<file path="config.mk">
export PLATFORM = sky130hd
export DESIGN_NAME = exc_ctrl
export DESIGN_NICKNAME = d
export VERILOG_FILES = /design/src/rtl/exc_ctrl.sv
export SDC_FILE = /design/constraint.sdc
export NUM_CORES = 1
export LEC_CHECK = 0
export BUFFER_PORTS_ARGS = -buffer_cell sky130_fd_sc_hd__buf_2
export CAP_MARGIN = 40
export CORE_ASPECT_RATIO = 0.7
export CORE_UTILIZATION = 48
export CTS_CLUSTER_SIZE = 30
export DETAILED_ROUTE_END_ITERATION = 8
export PLACE_DENSITY = 0.78
export SETUP_SLACK_MARGIN = 0.05
export SLEW_MARGIN = 15
export SYNTH_ARGS = -nofsm -noshare
export SYNTH_HDL_FRONTEND = slang
export SYNTH_SLANG_ARGS = --single-unit
</file>
<file path="constraint.sdc">
create_clock -name input_clock -period 3 [get_ports input_clock]
set_clock_uncertainty 0.05 [all_clocks]
set_input_delay 0.3 -clock input_clock [delete_from_list [all_inputs] [get_ports input_clock]]
set_output_delay 0.3 -clock input_clock [all_outputs]
set_load 0.02 [all_outputs]
</file>
<file path="src/rtl/exc_ctrl.sv">
// Exception/interrupt front-end for the cdm16 core: arbitrates internal exceptions
// and one vectored IRQ, holds the winner until an instruction boundary, tracks nesting.
module exc_ctrl #(
  parameter int EXC_COUNT = 4,
  parameter int IRQ_VEC_W = 6,
  parameter int MAX_DEPTH = 7
) (
  input  logic                 input_clock,
  input  logic                 reset_n,
  input  logic [EXC_COUNT-1:0] exc_req,
  input  logic                 irq_req,
  input  logic [IRQ_VEC_W-1:0] irq_vec,
  output logic                 irq_ack,
  input  logic                 int_en,
  input  logic                 fetch,
  input  logic                 int_done,
  input  logic                 rti,
  output logic                 exc_triggered,
  output logic                 virtual_instruction,
  output logic [15:0]          vec_addr,
  output logic                 in_irq,
  output logic                 critical_fault,
  output logic [2:0]           depth,
  output logic [1:0]           state_dbg
);

  typedef enum logic [1:0] {IDLE = 2'd0, PEND = 2'd1, ENTRY = 2'd2, FAULT = 2'd3} state_t;

  localparam logic [2:0] MAXD = 3'(MAX_DEPTH);

  state_t               state_q, state_d;
  logic                 src_irq_q, src_irq_d;
  logic [IRQ_VEC_W-1:0] vec_q, vec_d;
  logic [2:0]           depth_q, depth_d;
  logic                 exc_any;
  logic [IRQ_VEC_W-1:0] exc_idx;

  assign exc_any = |exc_req;

  // Lowest set index wins, so scan from the top and let later hits overwrite.
  always_comb begin
    exc_idx = '0;
    for (int i = EXC_COUNT - 1; i >= 0; i--) begin
      if (exc_req[i]) exc_idx = IRQ_VEC_W'(i);
    end
  end

  always_comb begin
    state_d   = state_q;
    src_irq_d = src_irq_q;
    vec_d     = vec_q;
    case (state_q)
      IDLE: begin
        if (exc_any) begin
          state_d   = PEND;
          src_irq_d = 1'b0;
          vec_d     = exc_idx;
        end else if (irq_req && int_en) begin
          state_d   = PEND;
          src_irq_d = 1'b1;
          vec_d     = irq_vec;
        end
      end
      PEND: begin
        // An exception displaces a latched IRQ; the IRQ stays requested, unacked.
        if (src_irq_q && exc_any) begin
          src_irq_d = 1'b0;
          vec_d     = exc_idx;
        end
        if (src_irq_d && !int_en) state_d = IDLE;
        else if (fetch)           state_d = (depth_q == MAXD) ? FAULT : ENTRY;
      end
      ENTRY: begin
        if (exc_any)       state_d = FAULT;
        else if (int_done) state_d = IDLE;
      end
      default: state_d = FAULT;
    endcase
  end

  always_comb begin
    depth_d = depth_q;
    if (state_q != FAULT) begin
      if (state_q == ENTRY && state_d == IDLE) begin
        if (!rti) depth_d = depth_q + 3'd1;
      end else if (rti && depth_q != 3'd0) begin
        depth_d = depth_q - 3'd1;
      end
    end
  end

  always_ff @(negedge input_clock) begin
    if (!reset_n) begin
      state_q             <= IDLE;
      src_irq_q           <= 1'b0;
      vec_q               <= '0;
      depth_q             <= '0;
      irq_ack             <= 1'b0;
      exc_triggered       <= 1'b0;
      virtual_instruction <= 1'b0;
      vec_addr            <= '0;
      critical_fault      <= 1'b0;
    end else begin
      state_q             <= state_d;
      src_irq_q           <= src_irq_d;
      vec_q               <= vec_d;
      depth_q             <= depth_d;
      irq_ack             <= (state_q == PEND) && (state_d == ENTRY) && src_irq_d;
      exc_triggered       <= (state_d == ENTRY);
      virtual_instruction <= (state_d == ENTRY) && src_irq_d;
      vec_addr            <= (state_d == PEND || state_d == ENTRY) ? (16'(vec_d) << 2) : 16'd0;
      critical_fault      <= (state_d == FAULT);
    end
  end

  // Kept outside the FSM so a core parked in its wait state can be woken.
  assign in_irq    = irq_req && int_en && (state_q != FAULT);
  assign depth     = depth_q;
  assign state_dbg = state_q;

endmodule

</file>
* After elaboration in Yosys (flattened, before gate mapping) *
Index checks and enable logic that the tools add are counted.

storage, ports and cells
  logic and storage cells = 62
  output and inout bits = 26
  input port bits = 17
  register bits after elaboration = 32

cells by class
  eq/ne operators = 8
  reduce and logical (&&, ||, !) cells = 18
  mux-type cells = 24
  add/subtract/negate cells = 2

operator list
  kind                                                                   count
  6-bit 2-to-1 mux                                                       5
  2-bit 2-to-1 mux                                                       8
  6-bit case mux with 2 select lines                                     1
  1-bit logical AND                                                      9
  3-bit 2-to-1 mux                                                       3
  2-bit equality test, second input constant                             3
  2-bit case mux with 3 select lines                                     1
  1-bit 2-to-1 mux                                                       5
  2-bit by 1-bit equality test with 1-bit output, second input constant  2
  2-bit zero test                                                        2
  2-bit inequality test, second input constant                           2
  4-bit OR reduction                                                     1
  3-bit by 1-bit adder with 3-bit output, second input constant          1
  3-bit equality test, second input constant                             1
  3-bit AND reduction                                                    1
  3-bit nonzero test                                                     1
  3-bit by 1-bit subtractor with 3-bit output, second input constant     1
  1-bit case mux with 2 select lines                                     1
  2-bit AND reduction                                                    1
  2-bit nonzero test                                                     1
  1-bit zero test                                                        1
  1-bit logical OR                                                       1

* Longest topological paths before layout *
Gate-level depths: netlist of run 1.

  word-level depth = 11
  gate-level depth with buffers = 12
  gate-level depth less buffers = 11

==> run_results.csv, run 1 <==
group,metric,value,unit
run_status,status,"finished, violations left",
run_status,violations,"negative setup slack",
setup_path,crit_arrival,2.61,ns
setup_path,r2r_start,"state_dbg[1]",
synth,synth_compound_area_share,19.9,%
global_route,grt_pass1_wl,5.30,mm
clock_network,cts.clk_slew.worst_paths,0.05,ns
routing,vias,1258,
routing,routed_wl,3.53,mm
power_and_ir_drop,irDropWorstVdd,0.433,mV
clock_network,numClockSinks,22,
setup_path,cp-start-kind,"primary input",
die,die_h,43.5,um
global_route,grtUsageTotal,27.9,%
global_route,grt_overflow,0,
sta,holdWs,0.429,ns
power_and_ir_drop,p_leak,0.878,nW
die,start_util,53.0,%
place,globalplace.congestion,0.941,
die,die_x,61.2,um
sta,drv_slew,0,
synth,synth.area.top_cells,"dfxtp_1 (37%), buf_4 (6.4%), a22o_1 (5.9%)",
finish,fin_nets,225,
sta,grt_setup_unrepaired,"yes",
synth,syn-instance-count,127,
routing,first_pass_iters,4,
clock_network,htreeDepth,1,
setup_path,end_kind,"flop",
finish,antennaDiodeCount,0,
synth,seq_area_frac_synth,37.4,%
global_route,grt_start_max_net_pins,18,
synth,ys.flop_type,"dfxtp_1",
synth,synth_top_family_by_area,"simple AND/OR/NAND/NOR gates",
setup_path,r2r_end,"depth[2]",
global_route,grt_pass1_vias,1229,
synth,synth_edf_count,0,
routing,drtAntennaViolNets,0,
setup_path,critical_path_class,"primary input to flop",
power_and_ir_drop,powerDensity,533,nW/um^2
worst_hold_path,whs_endpoint,"vec_q[4]",
clock_network,cts_tree,"done",
synth,synth_mux_area_share,2.55,%
global_route,antenna_found_initial,0,
clock_network,cts_buffer_depth,2,
routing,via_per_inst,5.35,
clock_network,cts_made_buffers,3,
synth,yosysMostFrequentCell,"dfxtp_1",
finish,postLayoutCoreUtil,78.8,%
synth,synth_seq_cells,22,
finish,nFillCells,141,
die,fp.coreArea,2220,sq um
die,dieArea,2660,sq um
sta,tightest_slew,0.585,ns
synth,avgSynthCellArea,9.28,sq um
setup_path,reg2reg_depth,11,
setup_path,critPathMaxFanout,4,
synth,synth_top_area_share,37.4,%
die,rows,14,
sta,hold_violations,0,
clock_network,insertion_delay,0.39,ns
die,pin_count,43,
sta,setup_viol,13,
synth,synth_area,1180,sq um
setup_path,r2r_setup_slack,0.43,ns
finish,drive_above_1_share,39.9,%
synth,synth_common_cells,"dfxtp_1 (22), buf_4 (10), a22o_1 (8), inv_1 (8), nand2_1 (7)",
routing,avgRoutedWirePerCell,15.0,um
setup_path,cp_top_family,"simple AND/OR/NAND/NOR gates",
synth,post_synth_and_or_nand_nor_area_fraction,24.4,%
clock_network,postCtsHoldBufs,0,
sta,finalWorstSetupSlack,-0.901,ns
place,pre_cts_slack,-1.36,ns
worst_hold_path,hold_path.class,"flop to flop",
place,portBuffers,32,
setup_path,cp_slowest_cell,"or4_4",
synth,ys_async_sr_fraction,0,%
synth,synth_cell_types,42,
synth,synthXorXnorAreaFrac,0,%
finish,fin_cells,235,
place,dp_hpwl,2.15,mm
routing,drtIter0Drc,97,
worst_hold_path,hold_depth,1,
setup_path,critical_path.cell_chain,"buf_8, or4_4, o32a_4, inv_4, ha_4, nand3b_1, fa_2, or3_4, a21oi_4, o21ai_1, nor3b_1",
worst_hold_path,hold_path.startpoint,"vec_q[4]",
routing,drc,0,
clock_network,clockRootBuffer,"clkbuf_4",
setup_path,cp.depth,11,
setup_path,path_buf_inv,2,
flow_run,drv_cap,0,
power_and_ir_drop,power,0.934,mW
place,dpl.cell_count,201,
sta,slew_headroom,60.7,%
setup_path,crit_required,1.71,ns
synth,yosysTopAreaCell,"dfxtp_1",
finish,syn2layout_area_growth,48.7,%
setup_path,max_stage_delay,0.53,ns
synth,ys_warn_count,0,
synth,synth-adder-area-share,4.88,%
[how the worst max path moves through the flow]
stage / startpoint / to / slack (ns)
2_1_floorplan: exc_req[1] / depth[2] / -1.10
3_3_place_gp: exc_req[1] / depth[2] / -1.29
3_5_place_dp: exc_req[1] / depth[2] / -1.36
4_1_cts: exc_req[1] / depth[2] / -0.86
5_1_grt: exc_req[1] / depth[2] / -0.96
6_report: exc_req[1] / depth[2] / -0.90
[cell families after synthesis]
group | Yosys count
buf+inv | 22
fa+ha+maj | 4
simple gates | 46
flops | 22
compound gates | 29
mux | 3
other cells | 1
[per-layer routing]
metal  GRT usage, %  routed length, um  share of wire (%)  vias up
li1               -                  -                  -      597
met1           34.0               1490                 42      573
met2           42.2               1630                 46       75
met3           11.0                319                9.0       13
met4           15.0                 87                2.5        0
met5              0                  0                  0        -
[layout make-up]
class	instances	area [sq um]	share of cell area [%]
Multi-Input combinational cell	92	749	42.8
Sequential cell	22	442	25.2
Timing Repair Buffer	56	382	21.8
Clock inverter	23	88.8	5.07
Tap cell	32	40.0	2.28
Inverter	7	28.8	1.64
Clock buffer	3	22.5	1.28
[registers in the layout, summed over array words and instances, names as in the netlist, 2 cells and up]
| register | count |
|---|---|
| depth | 3 |
| vec_q | 6 |
| state_dbg | 2 |
| vec_addr | 6 |
[through the flow]
| stage | TNS [ns] | cell area (sq um) |
|---|---|---|
| floorplan | -5.50 | 1260 |
| global placement | -10.35 | 1480 |
| detailed placement | -11.17 | 1480 |
| CTS | -4.00 | 1720 |
| global route | -5.22 | 1750 |
| finish | -4.89 | 1750 |
[what timing repair did]
item,4_1_cts,5_1_grt
endpoints found under the setup margin,15,13
pin swaps,7,4
setup buffers,9,4
gates resized for setup,17,11
[power by group]
group	internal (mW)	switching (mW)	leakage (nW)
Clock	0.0898	0.177	0.135
Combinational	0.149	0.167	0.564
Sequential	0.318	0.0341	0.179
[cell usage in the layout, fill, tap and decap left out, drive strengths merged, types with 3 or more instances in the layout]
cell type / count
nor2b: 4
nor2: 6
dfxtp: 22
buf: 56
mux2i: 3
inv: 30
nand2b: 4
nor3: 4
conb: 10
and2: 4
nand2: 7
ha: 3
nand3b: 3
a221oi: 4
clkbuf: 3
a22o: 8
[worst register-to-register path, stage by stage, from the launching register on]
cell and delay, ns:
dfxtp_1 0.36, buf_4 0.24, nor2_1 0.09, o32a_4 0.38
inv_4 0.07, ha_4 0.12, nand3b_1 0.09, fa_2 0.36
or3_4 0.34, a21oi_4 0.14, o21ai_1 0.07, nor3b_1 0.14
Note: power is estimated with default switching activity, not from simulation.
==> run 2: changes to the inputs <==
--- a/config.mk
+++ b/config.mk
@@ -11,7 +11,8 @@
 export CORE_UTILIZATION = 48
 export CTS_CLUSTER_SIZE = 30
 export DETAILED_ROUTE_END_ITERATION = 8
-export PLACE_DENSITY = 0.78
+export GPL_TIMING_DRIVEN = 0
+export PLACE_DENSITY_LB_ADDON = 0.08
 export SETUP_SLACK_MARGIN = 0.05
 export SLEW_MARGIN = 15
 export SYNTH_ARGS = -nofsm -noshare
==> run 2 against run 1 <==
The flow still finishes with violations (negative setup slack); critical path depth is the same; clock power is 7% higher; power is 2.8% higher; sequential share of layout area fell by 1.1 points; worst hold slack lost 0.0019 ns; core utilization is 4.0 points higher; routed wire length shrank 1.3%; first-iteration DRC count down 38%; sequential cell count is the same; final cell count increased by 3.0%; setup slack worse by 0.014 ns; largest cell class unchanged.
==> run_results.csv, run 2 (synthesis results as in run 1) <==
group,metric,value,unit
run_status,status,"finished, violations left",
run_status,violations,"negative setup slack",
flow_run,drv_cap,0,
sta,setup_viol,15,
routing,vias,1293,
setup_path,end_kind,"flop",
sta,tightest_slew,0.651,ns
die,die_x,61.2,um
routing,avgRoutedWirePerCell,14.4,um
setup_path,crit_arrival,2.64,ns
global_route,antenna_found_initial,0,
clock_network,cts_made_buffers,3,
clock_network,cts_buffer_depth,2,
die,fp.coreArea,2220,sq um
global_route,grt_pass1_vias,1251,
sta,fin_tns_setup,-5.65,ns
finish,final_cell_mix,"buf_2 (29), inv_1 (27), dfxtp_1 (20)",
clock_network,clockRootBuffer,"clkbuf_4",
finish,postLayoutCoreUtil,82.8,%
power_and_ir_drop,p_leak,0.929,nW
place,globalplace.congestion,0.887,
sta,finalWorstSetupSlack,-0.915,ns
clock_network,cts.clk_slew.worst_paths,0.05,ns
power_and_ir_drop,powerDensity,521,nW/um^2
sta,hold_violations,0,
die,pin_count,43,
finish,fin_nets,232,
die,dieArea,2660,sq um
clock_network,htreeDepth,1,
setup_path,critical_path_class,"primary input to flop",
sta,slew_headroom,56.0,%
routing,drtAntennaViolNets,0,
worst_hold_path,hold_path.class,"flop to flop",
die,die_h,43.5,um
routing,drc,0,
routing,via_per_inst,5.34,
clock_network,postCtsHoldBufs,0,
finish,final_common_cell,"buf_2",
global_route,grtUsageTotal,27.5,%
power_and_ir_drop,irDropWorstVdd,0.392,mV
routing,first_pass_iters,5,
clock_network,insertion_delay,0.41,ns
place,dp_hpwl,2.06,mm
global_route,grt_pass1_wl,5.40,mm
setup_path,critPathMaxFanout,3,
sta,drv_slew,0,
place,portBuffers,32,
sta,grt_setup_unrepaired,"yes",
clock_network,cts_tree,"done",
finish,syn2layout_area_growth,56.3,%
global_route,grt_start_max_net_pins,14,
setup_path,r2r_setup_slack,0.37,ns
finish,drive_above_1_share,42.9,%
finish,antennaDiodeCount,0,
die,start_util,53.0,%
setup_path,crit_required,1.73,ns
global_route,grt_overflow,0,
setup_path,cp-start-kind,"primary input",
clock_network,numClockSinks,22,
setup_path,reg2reg_depth,14,
routing,drtIter0Drc,60,
routing,routed_wl,3.48,mm
worst_hold_path,hold_depth,1,
die,rows,14,
==> run 2: critical path, cell delays in order <==
cell	delay (ns)
buf_8	0.10
or4_4	0.55
o32a_4	0.35
inv_4	0.07
ha_4	0.14
nand3b_1	0.09
fa_2	0.35
or3_1	0.33
a21oi_2	0.15
o21ai_0	0.08
nor3b_1	0.14
==> run 2: final cells by class <==
class | count | area (sq um)
multi-input combinational | 92 | 738
timing repair buffer | 49 | 367
sequential | 22 | 443
buffer | 14 | 114
clock buffer | 3 | 22.5
clock inverter | 23 | 88.8
inverter | 7 | 28.8
tap | 32 | 40.0
fill | 138 | 383
==> run 2: path summary, 6_finish.rpt <==
| path | start | to |
|---|---|---|
| max | exc_req[1] | depth[2] |
| min | vec_q[4] | vec_addr[6] |
| max reg2reg | depth[1] | depth[2] |
| min reg2reg | vec_q[4] | vec_addr[6] |
==> run 2: layer usage <==
| metal | vias to the layer above | track usage (%) | routed length, um |
|---|---|---|---|
| li1 | 607 | - | - |
| met1 | 600 | 36.8 | 1510 |
| met2 | 78 | 39.8 | 1590 |
| met3 | 8 | 10.7 | 327 |
| met4 | 0 | 10.9 | 52 |
| met5 | - | 0 | 0 |
==> run 2: repair_timing <==
action | in CTS | in global routing
gates resized for setup | 27 | 17
setup buffers | 16 | 7
pin swaps | 7 | 4
setup endpoints to repair | 15 | 17
==> run 2: power breakdown <==
part	switching, mW	internal [mW]	total [mW]
Combinational	0.163	0.158	0.321
Clock	0.195	0.0901	0.285
Sequential	0.0349	0.319	0.354
==> run 2: through the flow <==
stage	hold WS, ns	cell area (sq um)	worst slack, ns	instances	power (mW)
floorplan	0.393	1260	-1.10	136	0.589
global placement	0.397	1460	-1.41	200	0.651
detailed placement	0.409	1460	-1.46	200	0.659
CTS	0.430	1780	-0.875	240	0.927
global route	0.438	1840	-0.986	242	1.03
finish	0.427	1840	-0.915	242	0.960
==> run 3: changes to the inputs <==
--- a/config.mk
+++ b/config.mk
@@ -9,6 +9,7 @@
 export CAP_MARGIN = 40
 export CORE_ASPECT_RATIO = 0.7
 export CORE_UTILIZATION = 48
+export CTS_CLUSTER_DIAMETER = 40
 export CTS_CLUSTER_SIZE = 30
 export DETAILED_ROUTE_END_ITERATION = 8
 export GPL_TIMING_DRIVEN = 0
@@ -18,3 +19,4 @@
 export SYNTH_ARGS = -nofsm -noshare
 export SYNTH_HDL_FRONTEND = slang
 export SYNTH_SLANG_ARGS = --single-unit
+export TNS_END_PERCENT = 10
==> run 3 against run 2 <==
The run still ends with negative setup slack left; clock power shrank 8.1%; design area shrank 11%; largest power group unchanged; non-clock buffer count shrank 15; sequential cell count is the same; power shrank 7.6%; worst hold slack lost 0.019 ns.
==> run_results.csv, run 3 (synthesis results as in run 1) <==
group,metric,value,unit
run_status,violations,"negative setup slack",
setup_path,crit_required,1.75,ns
place,portBuffers,32,
sta,finalWorstSetupSlack,-0.968,ns
clock_network,postCtsHoldBufs,0,
die,fp.coreArea,2220,sq um
global_route,grt_pass1_wl,4.68,mm
die,rows,14,
clock_network,cts_tree,"done",
setup_path,end_kind,"flop",
setup_path,critical_path_class,"primary input to flop",
run_status,status,"finished, violations left",
worst_hold_path,hold_path.startpoint,"vec_q[2]",
finish,drive_above_1_share,35.9,%
finish,seqCellArea,442,sq um
clock_network,cts.clk_slew.worst_paths,0.05,ns
finish,final_cell_mix,"buf_2 (30), inv_1 (27), dfxtp_1 (21)",
clock_network,clockRootBuffer,"clkbuf_4",
setup_path,critPathMaxFanout,4,
sta,tightest_slew,0.619,ns
global_route,grt_start_max_net_pins,13,
die,pin_count,43,
routing,first_pass_iters,5,
power_and_ir_drop,irDropWorstVdd,0.341,mV
finish,syn2layout_area_growth,38.4,%
sta,grt_setup_unrepaired,"yes",
clock_network,insertion_delay,0.39,ns
finish,fin_nets,217,
power_and_ir_drop,p_leak,0.830,nW
place,pre_cts_slack,-1.44,ns
setup_path,r2r_setup_slack,0.39,ns
sta,drv_slew,0,
sta,slew_headroom,58.2,%
die,die_h,43.5,um
worst_hold_path,hold_depth,1,
power_and_ir_drop,power,0.888,mW
worst_hold_path,whs_endpoint,"vec_addr[4]",
global_route,grtUsageTotal,24.2,%
routing,via_per_inst,5.25,
clock_network,cts_made_buffers,3,
finish,antennaDiodeCount,0,
routing,drc,0,
clock_network,numClockSinks,22,
finish,final_common_cell,"buf_2",
die,dieArea,2660,sq um
global_route,grt_overflow,0,
setup_path,crit_arrival,2.72,ns
place,dp_hpwl,2.01,mm
sta,holdWs,0.408,ns
global_route,antenna_found_initial,0,
clock_network,cts_buffer_depth,2,
die,die_x,61.2,um
finish,postLayoutCoreUtil,73.3,%
sta,setup_viol,11,
finish,multi_input_area,707,sq um
setup_path,r2r_end,"depth[2]",
setup_path,r2r_start,"state_dbg[1]",
routing,drtAntennaViolNets,0,
finish,nFillCells,183,
place,globalplace.congestion,0.884,
routing,routed_wl,3.07,mm
place,placed_cell_area,1450,sq um
sta,hold_violations,0,
clock_network,htreeDepth,1,
routing,drtIter0Drc,68,
setup_path,cp-start-kind,"primary input",
global_route,grt_pass1_vias,1109,
finish,design_area,1630,sq um
flow_run,drv_cap,0,
power_and_ir_drop,powerDensity,544,nW/um^2
routing,avgRoutedWirePerCell,13.5,um
routing,vias,1191,
setup_path,reg2reg_depth,12,
die,start_util,53.0,%
worst_hold_path,hold_path.class,"flop to flop",
## run 3: worst max path at each step
stage / from / end / cells after the start
after floorplan: exc_req[1] / depth[2] / 10
after global routing: exc_req[0] / depth[2] / 12
after detailed placement: exc_req[1] / depth[2] / 12
final: exc_req[3] / depth[2] / 11
after CTS: exc_req[3] / depth[2] / 11
after global placement: exc_req[1] / depth[2] / 12
## run 3: power by group
group	internal [mW]	switching [mW]	leakage, nW
registers	0.318	0.0341	0.179
clock network	0.0869	0.175	0.131
logic	0.125	0.149	0.520
## run 3: layout make-up
| type | instances | share of cell area, % |
|---|---|---|
| Buffer | 14 | 6.75 |
| Clock buffer | 3 | 1.38 |
| Clock inverter | 23 | 5.37 |
| Inverter | 7 | 1.76 |
| Multi-Input combinational cell | 92 | 43.3 |
| Sequential cell | 22 | 27.1 |
| Tap cell | 32 | 2.45 |
| Timing Repair Buffer | 34 | 11.9 |
## run 3: critical path, stage by stage
cell	delay (ns)
buf_8	0.10
or4_4	0.55
o32a_4	0.35
inv_4	0.07
ha_4	0.15
nand3b_1	0.09
fa_2	0.35
or3_1	0.33
a21oi_2	0.17
nor3_1	0.07
nor3b_1	0.19
## run 3: what timing repair did
item,CTS,global route
setup buffers,2,0
pin swaps,5,9
endpoints found under the setup margin,15,14
gates resized for setup,8,17
## run 3: metrics by stage
stage          TNS, ns  cells
2_1_floorplan    -5.96    136
3_3_place_gp    -10.87    200
3_5_place_dp    -11.25    200
4_1_cts          -4.03    227
5_1_grt          -3.89    227
6_report         -3.55    227
## run 3: layer usage
layer / global-route usage, % / vias to the layer above / part of all wire (%)
li1: - / 579 / -
met1: 30.9 / 545 / 41
met2: 37.6 / 65 / 47
met3: 9.55 / 2 / 11
met4: 7.27 / 0 / 0.39
met5: 0 / - / 0
